==> config.mk <==
export PLATFORM = sky130hd
export DESIGN_NAME = countdown_ctrl
export DESIGN_NICKNAME = d
export VERILOG_FILES = /design/src/rtl/countdown_pkg.sv /design/src/rtl/countdown_ctrl_tick_gen.sv /design/src/rtl/countdown_ctrl.sv
export SDC_FILE = /design/constraint.sdc
export NUM_CORES = 1
export LEC_CHECK = 0
export CAP_MARGIN = 40
export CORE_ASPECT_RATIO = 1.25
export CORE_MARGIN = 2
export CORE_UTILIZATION = 67
export DETAILED_ROUTE_END_ITERATION = 16
export DONT_BUFFER_PORTS = 1
export GPL_TIMING_DRIVEN = 0
export PLACE_DENSITY_LB_ADDON = 0.1
export SETUP_SLACK_MARGIN = 0.1
export SYNTH_ARGS = -nofsm -noshare
export SYNTH_HDL_FRONTEND = slang
export SYNTH_SLANG_ARGS = --single-unit
export TNS_END_PERCENT = 50
==> constraint.sdc <==
create_clock -name clk -period 4.2 [get_ports clk]
set_clock_uncertainty 0.2 [all_clocks]
set_input_delay 0.84 -clock clk [delete_from_list [all_inputs] [get_ports clk]]
set_output_delay 0.84 -clock clk [all_outputs]
set_load 0.005 [all_outputs]
==> src/rtl/countdown_pkg.sv <==
// rtl/countdown_pkg.sv - shared state encoding and divider helpers for countdown_ctrl
package countdown_pkg;

    typedef enum logic [1:0] {
        IDLE  = 2'd0,
        RUN   = 2'd1,
        PAUSE = 2'd2,
        DONE  = 2'd3
    } state_t;

    localparam int DEF_CLK_HZ  = 50000000;
    localparam int DEF_TICK_HZ = 1;

    function automatic int calc_div(input int clk_hz, input int tick_hz);
        return clk_hz / tick_hz;
    endfunction

    function automatic int div_width(input int div);
        return (div <= 2) ? 1 : $clog2(div);
    endfunction

endpackage

==> src/rtl/countdown_ctrl_tick_gen.sv <==
// rtl/countdown_ctrl_tick_gen.sv - prescaler producing a one-cycle tick every DIV enabled cycles
module tick_gen
    import countdown_pkg::*;
#(
    parameter int DIV = 4
) (
    input  logic clk,
    input  logic reset,
    input  logic en,
    input  logic clr,
    output logic tick
);

    localparam int W = div_width(DIV);
    localparam logic [W-1:0] LAST = W'(DIV - 1);

    if (DIV < 2) begin : g_div_check
        $error("tick_gen: DIV must be >= 2");
    end

    logic [W-1:0] cnt;

    // Holds its value while disabled so a paused count resumes mid-period.
    always_ff @(posedge clk) begin
        if (reset || clr) begin
            cnt <= '0;
        end else if (en) begin
            cnt <= (cnt == LAST) ? '0 : cnt + W'(1);
        end
    end

    assign tick = en && (cnt == LAST);

endmodule

==> src/rtl/countdown_ctrl.sv <==
// rtl/countdown_ctrl.sv - start/pause/load countdown FSM; COUNTDOWN_AUTO_RELOAD_EN enables wrap-around reload
module countdown_ctrl
    import countdown_pkg::*;
#(
    parameter int CLK_HZ  = DEF_CLK_HZ,
    parameter int TICK_HZ = DEF_TICK_HZ,
    parameter int WIDTH   = 3
) (
    input  logic             clk,
    input  logic             reset,
    input  logic             start,
    input  logic             pause,
    input  logic             load,
    input  logic [WIDTH-1:0] load_val,
    output logic [WIDTH-1:0] count,
    output logic [1:0]       state_o,
    output logic             busy,
    output logic             done,
    output logic             tick_o
);

    localparam int DIV = calc_div(CLK_HZ, TICK_HZ);

    state_t           state, state_n;
    logic [WIDTH-1:0] count_n;
    logic             done_n;
    logic             presc_clr;
    logic             tick;
`ifdef COUNTDOWN_AUTO_RELOAD_EN
    logic [WIDTH-1:0] reload, reload_n;
`endif

    tick_gen #(.DIV(DIV)) u_tick_gen (
        .clk   (clk),
        .reset (reset),
        .en    (state == RUN),
        .clr   (presc_clr),
        .tick  (tick)
    );

    always_ff @(posedge clk) begin
        if (reset) begin
            state  <= IDLE;
            count  <= '1;
            done   <= 1'b0;
`ifdef COUNTDOWN_AUTO_RELOAD_EN
            reload <= '1;
`endif
        end else begin
            state  <= state_n;
            count  <= count_n;
            done   <= done_n;
`ifdef COUNTDOWN_AUTO_RELOAD_EN
            reload <= reload_n;
`endif
        end
    end

    always_comb begin
        state_n   = state;
        count_n   = count;
        done_n    = 1'b0;
        presc_clr = 1'b0;
`ifdef COUNTDOWN_AUTO_RELOAD_EN
        reload_n  = reload;
`endif
        if (load) begin
            state_n   = IDLE;
            count_n   = load_val;
            presc_clr = 1'b1;
`ifdef COUNTDOWN_AUTO_RELOAD_EN
            reload_n  = load_val;
`endif
        end else begin
            case (state)
                IDLE: begin
                    if (start) begin
                        if (count != '0) begin
                            state_n   = RUN;
                            presc_clr = 1'b1;
                        end else begin
                            state_n = DONE;
                            done_n  = 1'b1;
                        end
                    end
                end
                RUN: begin
                    if (pause) begin
                        state_n = PAUSE;
                    end
                    // Reaching zero overrides a simultaneous pause in the stopping build.
                    if (tick) begin
`ifdef COUNTDOWN_AUTO_RELOAD_EN
                        if (count == '0) begin
                            count_n = reload;
                        end else begin
                            count_n = count - WIDTH'(1);
                            done_n  = (count == WIDTH'(1));
                        end
`else
                        count_n = count - WIDTH'(1);
                        if (count == WIDTH'(1)) begin
                            done_n  = 1'b1;
                            state_n = DONE;
                        end
`endif
                    end
                end
                PAUSE: begin
                    if (start) begin
                        state_n = RUN;
                    end
                end
                default: ;
            endcase
        end
    end

    assign state_o = state;
    assign busy    = (state == RUN) || (state == PAUSE);
    assign tick_o  = tick;

endmodule

==> results of run 1 <==
synthesized netlist by cell type, types with 2 or more instances:
cell type and instances:
dfxtp_1 32, nand2_1 20, nor3_1 17, a211oi_1 10, inv_1 9, nand3_1 9
or3_1 8, or4_1 8, ha_1 7, nor2_1 7, o21ai_0 7, xor2_1 7
nand4_1 6, o31ai_1 6, nor4_1 5, xnor2_1 5, a21oi_1 4, and4_1 4
buf_4 4, o311ai_0 4, and3_1 3, buf_2 3, clkbuf_1 3, nor4b_1 3
a211oi_2 2, a21boi_0 2, nand2b_1 2, nor3b_1 2
worst min path at each step:
stage | end | depth (start not counted)
after floorplan | u_tick_gen.cnt[22] | 2
after global placement | u_tick_gen.cnt[22] | 2
after detailed placement | u_tick_gen.cnt[14] | 2
after CTS | u_tick_gen.cnt[25] | 2
after global routing | u_tick_gen.cnt[25] | 2
final | u_tick_gen.cnt[13] | 2
worst max-delay path: stages (launching register included):
cell and delay [ps]:
dfxtp_1 360, inv_1 100, ha_1 160, buf_6 130, and3_1 200, nand2_1 250, nor4_1 450
flip-flops by register name, indices dropped and copies added, names as in the netlist:
register and count:
count 3, u_tick_gen.cnt 26, state_o 2, done 1
layout by cell type (no fill, tap or decap), types with 8 or more instances in the layout:
master | Yosys | layout
a211oi_1 | 10 | 10
dfxtp_1 | 32 | 32
inv_1 | 9 | 9
nand2_1 | 20 | 20
nand3_1 | 9 | 9
nor3_1 | 17 | 17
or3_1 | 8 | 8
or4_1 | 8 | 8
per-stage QoR:
stage / setup slack, ps / std cells
detailed placement: 1555 / 245
floorplan: 1847 / 211
CTS: 1171 / 253
global placement: 1586 / 245
global route: 1045 / 253
finish: 1146 / 253
where the power goes:
part / switching, mW / internal, mW
clock: 0.112 / 0.158
combinational: 0.0144 / 0.00860
sequential: 0.00280 / 0.306
total: 0.129 / 0.472
layer usage:
layer / up-vias / share of wire / GRT usage
li1: 819 / - / -
met1: 756 / 0.42 / 0.3287
met2: 35 / 0.51 / 0.4967
met3: 11 / 0.041 / 0.06010
met4: 0 / 0.026 / 0.1520
met5: - / 0 / 0
cell families (layout without fill, tap and decap cells):
| logic type | after synthesis | count (layout) |
|---|---|---|
| AOI/OAI and AO/OA | 39 | 39 |
| xor gates and xnor gates | 12 | 12 |
| adders and majority gates | 7 | 7 |
| buffers and inverters | 20 | 28 |
| DFF | 32 | 32 |
| muxes | 1 | 1 |
| and+or+nand+nor | 100 | 100 |
cell type report:
class,instances,share of cell area
multi-input combinational,159,0.5491
sequential,32,0.3284
buffer,11,0.03464
clock buffer,7,0.03335
tap,34,0.02181
inverter,9,0.01732
clock inverter,1,0.01539
==> impl_metrics.json, run 1 <==
{
  "min_period_ps": 3054,
  "drive_gt1_frac": 0.1096,
  "startpoint": "state_o[1]",
  "hold_slack_ps": 323.5,
  "die_h_um": 62.16,
  "num_vias": 1621,
  "ys_async_sr_fraction": 0,
  "via_per_inst": 6.407,
  "final_nets": 233,
  "wl_per_cell_um": 15.74,
  "min_period_over_period": 0.7272,
  "ys_seq_elements": 32,
  "syn_inst": 211,
  "multi_input_area_um2": 1071,
  "final-seq-area_um2": 640.6,
  "synth_edf_count": 0,
  "cts_sinks": 32,
  "critPathLaunchType": "flip-flop",
  "synthAdderAreaFrac": 0.04831,
  "placed_cell_area_um2": 1856,
  "syn_area_um2": 1813,
  "diodes": 0,
  "wl_um": 3981,
  "reg2reg_depth": 8,
  "cts-htree-levels": 2,
  "crit_end": "tick_o",
  "drtIter0Drc": 47,
  "grt_overflow": 0,
  "slew_headroom": 0.6795,
  "worstReg2RegEnd": "u_tick_gen.cnt[3]",
  "fillers": 203,
  "peakVddDrop_uv": 327.9,
  "dp_hpwl_um": 2935,
  "clk_latency_ps": 350,
  "cts_tree": "yes",
  "required_ps": 3160,
  "cp.arrival_ps": 2010,
  "post-route-drc-count": 0,
  "ys.flop_type": "dfxtp_1",
  "final-hold-violation-count": 0,
  "total_power_mw": 0.6015,
  "synthXorXnorAreaFrac": 0.05797,
  "cts_made_buffers": 5,
  "grt_setup_unrepaired": "false",
  "row_count": 21,
  "synth_top_family_by_area": "simple AND/OR/NAND/NOR gates",
  "critPathKind": "flip-flop to output port",
  "port_buffers": 0,
  "yosysTopAreaCell": "dfxtp_1",
  "syn_area_per_cell_um2": 8.592,
  "dieArea_um2": 3141,
  "area_delta_synth_final_pct": 7.591,
  "ctsResizeCount": 0,
  "fp.coreArea_um2": 2628,
  "final_core_util": 0.7424,
  "grt_usage": 0.2893,
  "grt_pass1_wl_um": 7010,
  "p_leak_nw": 0.6032,
  "grt_pass1_vias": 1628,
  "clk_path_buf_depth": 2,
  "ys_warn_count": 0,
  "io_pins": 16,
  "ys_types": 40,
  "worstReg2RegStart": "state_o[1]",
  "outcome": "completed",
  "yosysSeqAreaShare": 0.3533,
  "finalSetupViolations": 0,
  "fp.dieW_um": 50.53,
  "reg2reg_slack_ps": 1630,
  "cts_setup_buffers": 0,
  "synth_compound_area_frac": 0.1567,
  "ant_nets": 0,
  "drt_pass1_iterations": 4,
  "finalMaxSlewViolations": 0,
  "grt_max_degree": 11,
  "min_from": "u_tick_gen.cnt[13]",
  "gp_congestion": 0.8628,
  "synthSimpleGateAreaFrac": 0.3223,
  "synthTopCellsByArea": "dfxtp_1, ha_1, nor3_1",
  "final_area_um2": 1951,
  "start_util": 0.6900,
  "synth_top_cell_area_share": 0.3533,
  "syn_nets": 226,
  "min_path_type": "flip-flop to flip-flop",
  "critPathMaxFanout": 10,
  "antenna_found_initial": 0,
  "cap_violations": 0,
  "yosys-mux-area-fraction": 0.005521,
  "cts_root_buf": "clkbuf_4",
  "setup-tns-final_ps": 0,
  "path_clk_slew_ps": 100,
  "crit_path_end_kind": "output port",
  "fmax_ghz": 0.3274,
  "p_per_area_nw_per_um2": 308.3,
  "hold_buffers": 0,
  "worstMarginPinSlew_ps": 476.3
}
(Power assumes the default switching activity.)
==> run 2, diff against run 1 <==
CORE_UTILIZATION = 56   (was 67)
clock period = 2.6 ns   (was 4.2 ns; I/O delays follow)
==> run 2 against run 1 <==
Cell count up 1.2%. Routed wire length up 2.4%. Largest power group unchanged. Critical endpoint unchanged. Final area up 3.1%. Sequential power up 61%. Clock power up 76%. Non-clock buffer count unchanged. Combinational power up 62%. Register-to-register slack worse by 1400 ps. Hold slack worse by 150 ps.
==> impl_metrics.json, run 2 (same netlist as run 1, synthesis figures left out) <==
{
  "crit_path_end_kind": "output port",
  "peakVddDrop_uv": 452.4,
  "final-hold-violation-count": 0,
  "worstMarginPinSlew_ps": 428.3,
  "start_util": 0.5780,
  "grt_max_degree": 12,
  "grt_overflow": 0,
  "gp_congestion": 0.7965,
  "min_path_type": "input port to flip-flop",
  "dp_hpwl_um": 3014,
  "p_per_area_nw_per_um2": 503.6,
  "grt_pass1_vias": 1660,
  "worstReg2RegEnd": "u_tick_gen.cnt[21]",
  "cts_root_buf": "clkbuf_8",
  "top_layer": "met4",
  "wl_um": 4077,
  "swShare": 0.2184,
  "cts_tree": "yes",
  "wl_per_cell_um": 15.93,
  "largest-register": "u_tick_gen.cnt",
  "antenna_found_initial": 0,
  "cts_made_buffers": 5,
  "path_clk_slew_ps": 70,
  "finalSetupViolations": 0,
  "whs_endpoint": "count[2]",
  "cts_setup_buffers": 0,
  "area_delta_synth_final_pct": 10.90,
  "via_per_inst": 6.438,
  "clockPowerShare": 0.470,
  "final-seq-area_um2": 643.1,
  "dieArea_um2": 3711,
  "grt_setup_unrepaired": "true",
  "slew_headroom": 0.7145,
  "cap_violations": 0,
  "critPathLaunchType": "flip-flop",
  "io_pins": 16,
  "m1WireLength_um": 1710,
  "pwr-share-seq": 0.493,
  "fp.dieW_um": 54.89,
  "switchingPower_mw": 0.2211,
  "largest_register_ffs": 26,
  "hold_depth": 2,
  "critPathKind": "flip-flop to output port",
  "row_count": 23,
  "multi_input_area_um2": 1105,
  "pwr-share-comb": 0.037,
  "grt_pass1_wl_um": 7210,
  "fp.coreArea_um2": 3137,
  "post-route-drc-count": 0,
  "drtIter0Drc": 57,
  "setup-tns-final_ps": 0,
  "fillers": 267,
  "outcome": "completed",
  "cts-htree-levels": 2,
  "diodes": 0,
  "critPathMaxFanout": 7,
  "die_h_um": 67.62,
  "clk_latency_ps": 290,
  "port_buffers": 0,
  "clk_path_buf_depth": 2,
  "worstReg2RegStart": "state_o[1]",
  "layout_commonest_cell": "dfxtp_1",
  "reg2reg_slack_ps": 220,
  "cp.arrival_ps": 1660,
  "final_nets": 233,
  "p_leak_nw": 0.6467,
  "internal_power_mw": 0.7915,
  "finalMaxSlewViolations": 0,
  "wl_met3_um": 143,
  "reg2reg_depth": 8,
  "hold_slack_ps": 168.9,
  "grt_usage": 0.2703,
  "drive_gt1_frac": 0.1461,
  "min_from": "reset",
  "hold_buffers": 0,
  "drt_pass1_iterations": 4,
  "cts_sinks": 32,
  "wl_met2_um": 2094,
  "mostFrequentLayoutCells": "dfxtp_1, nand2_1, nor3_1, nand3_1, a211oi_1",
  "required_ps": 1880,
  "min_period_ps": 2385,
  "min_period_over_period": 0.9173,
  "ant_nets": 0,
  "num_vias": 1648,
  "fmax_ghz": 0.4193
}
## run 2: cell count changes in the layout (fill, tap and decap cells not counted), moves of 2 or more
cell,change
clkbuf_8,+3
dfxtp_2,+2
nor4_1,-2
dfxtp_1,-2
clkbuf_4,-5
## run 2: metrics by stage
stage	worst slack (ps)	power, mW	util	instances	cell area (µm²)
CTS	20.63	1.019	0.6306	256	1978
global placement	116.3	0.5445	0.5927	248	1859
floorplan	299.7	0.5382	-	211	1813
finish	215.1	1.013	0.6410	256	2011
detailed placement	29.37	0.5469	0.5927	248	1859
global route	96.43	1.053	0.6410	256	2011
## run 2: routing by layer
metal	global-route usage	vias up
li1	-	819
met1	0.3000	781
met2	0.4509	36
met3	0.07522	12
met4	0.1524	0
met5	0	-
## run 2: area by class of cell
cell class,count,area share
multi-input cells,159,0.5495
flip-flops and latches,32,0.3199
plain buffers,11,0.03547
clock buffers,5,0.03423
well taps,37,0.02302
clock inverters,3,0.02116
inverters,9,0.01680
## run 2: worst max path at each step
stage | start | end | slack [ps] | cells past startpoint
floorplan | state_o[1] | u_tick_gen.cnt[18] | 300 | 8
global placement | state_o[1] | u_tick_gen.cnt[5] | 120 | 8
detailed placement | state_o[1] | u_tick_gen.cnt[2] | 30 | 8
CTS | state_o[1] | tick_o | 20 | 6
global route | state_o[1] | u_tick_gen.cnt[13] | 100 | 7
finish | u_tick_gen.cnt[6] | tick_o | 220 | 3
## run 2: power by group through the flow
stage | registers, mW | clock network, mW | logic [mW]
CTS | 0.499 | 0.483 | 0.0375
detailed placement | 0.510 | 0 | 0.0368
global placement | 0.510 | 0 | 0.0347
global route | 0.499 | 0.511 | 0.0426
floorplan | 0.509 | 0 | 0.0294
finish | 0.499 | 0.476 | 0.0372
## run 2: timing repair
action,in CTS,in global routing
gates resized for setup,2,10
pin swaps,0,1
endpoints found under the setup margin,13,25
## run 2: worst max-delay path: stages (launching register included)
cell,delay (ps)
dfxtp_1,480
nor4bb_1,430
nand2_1,160
nor4_4,300
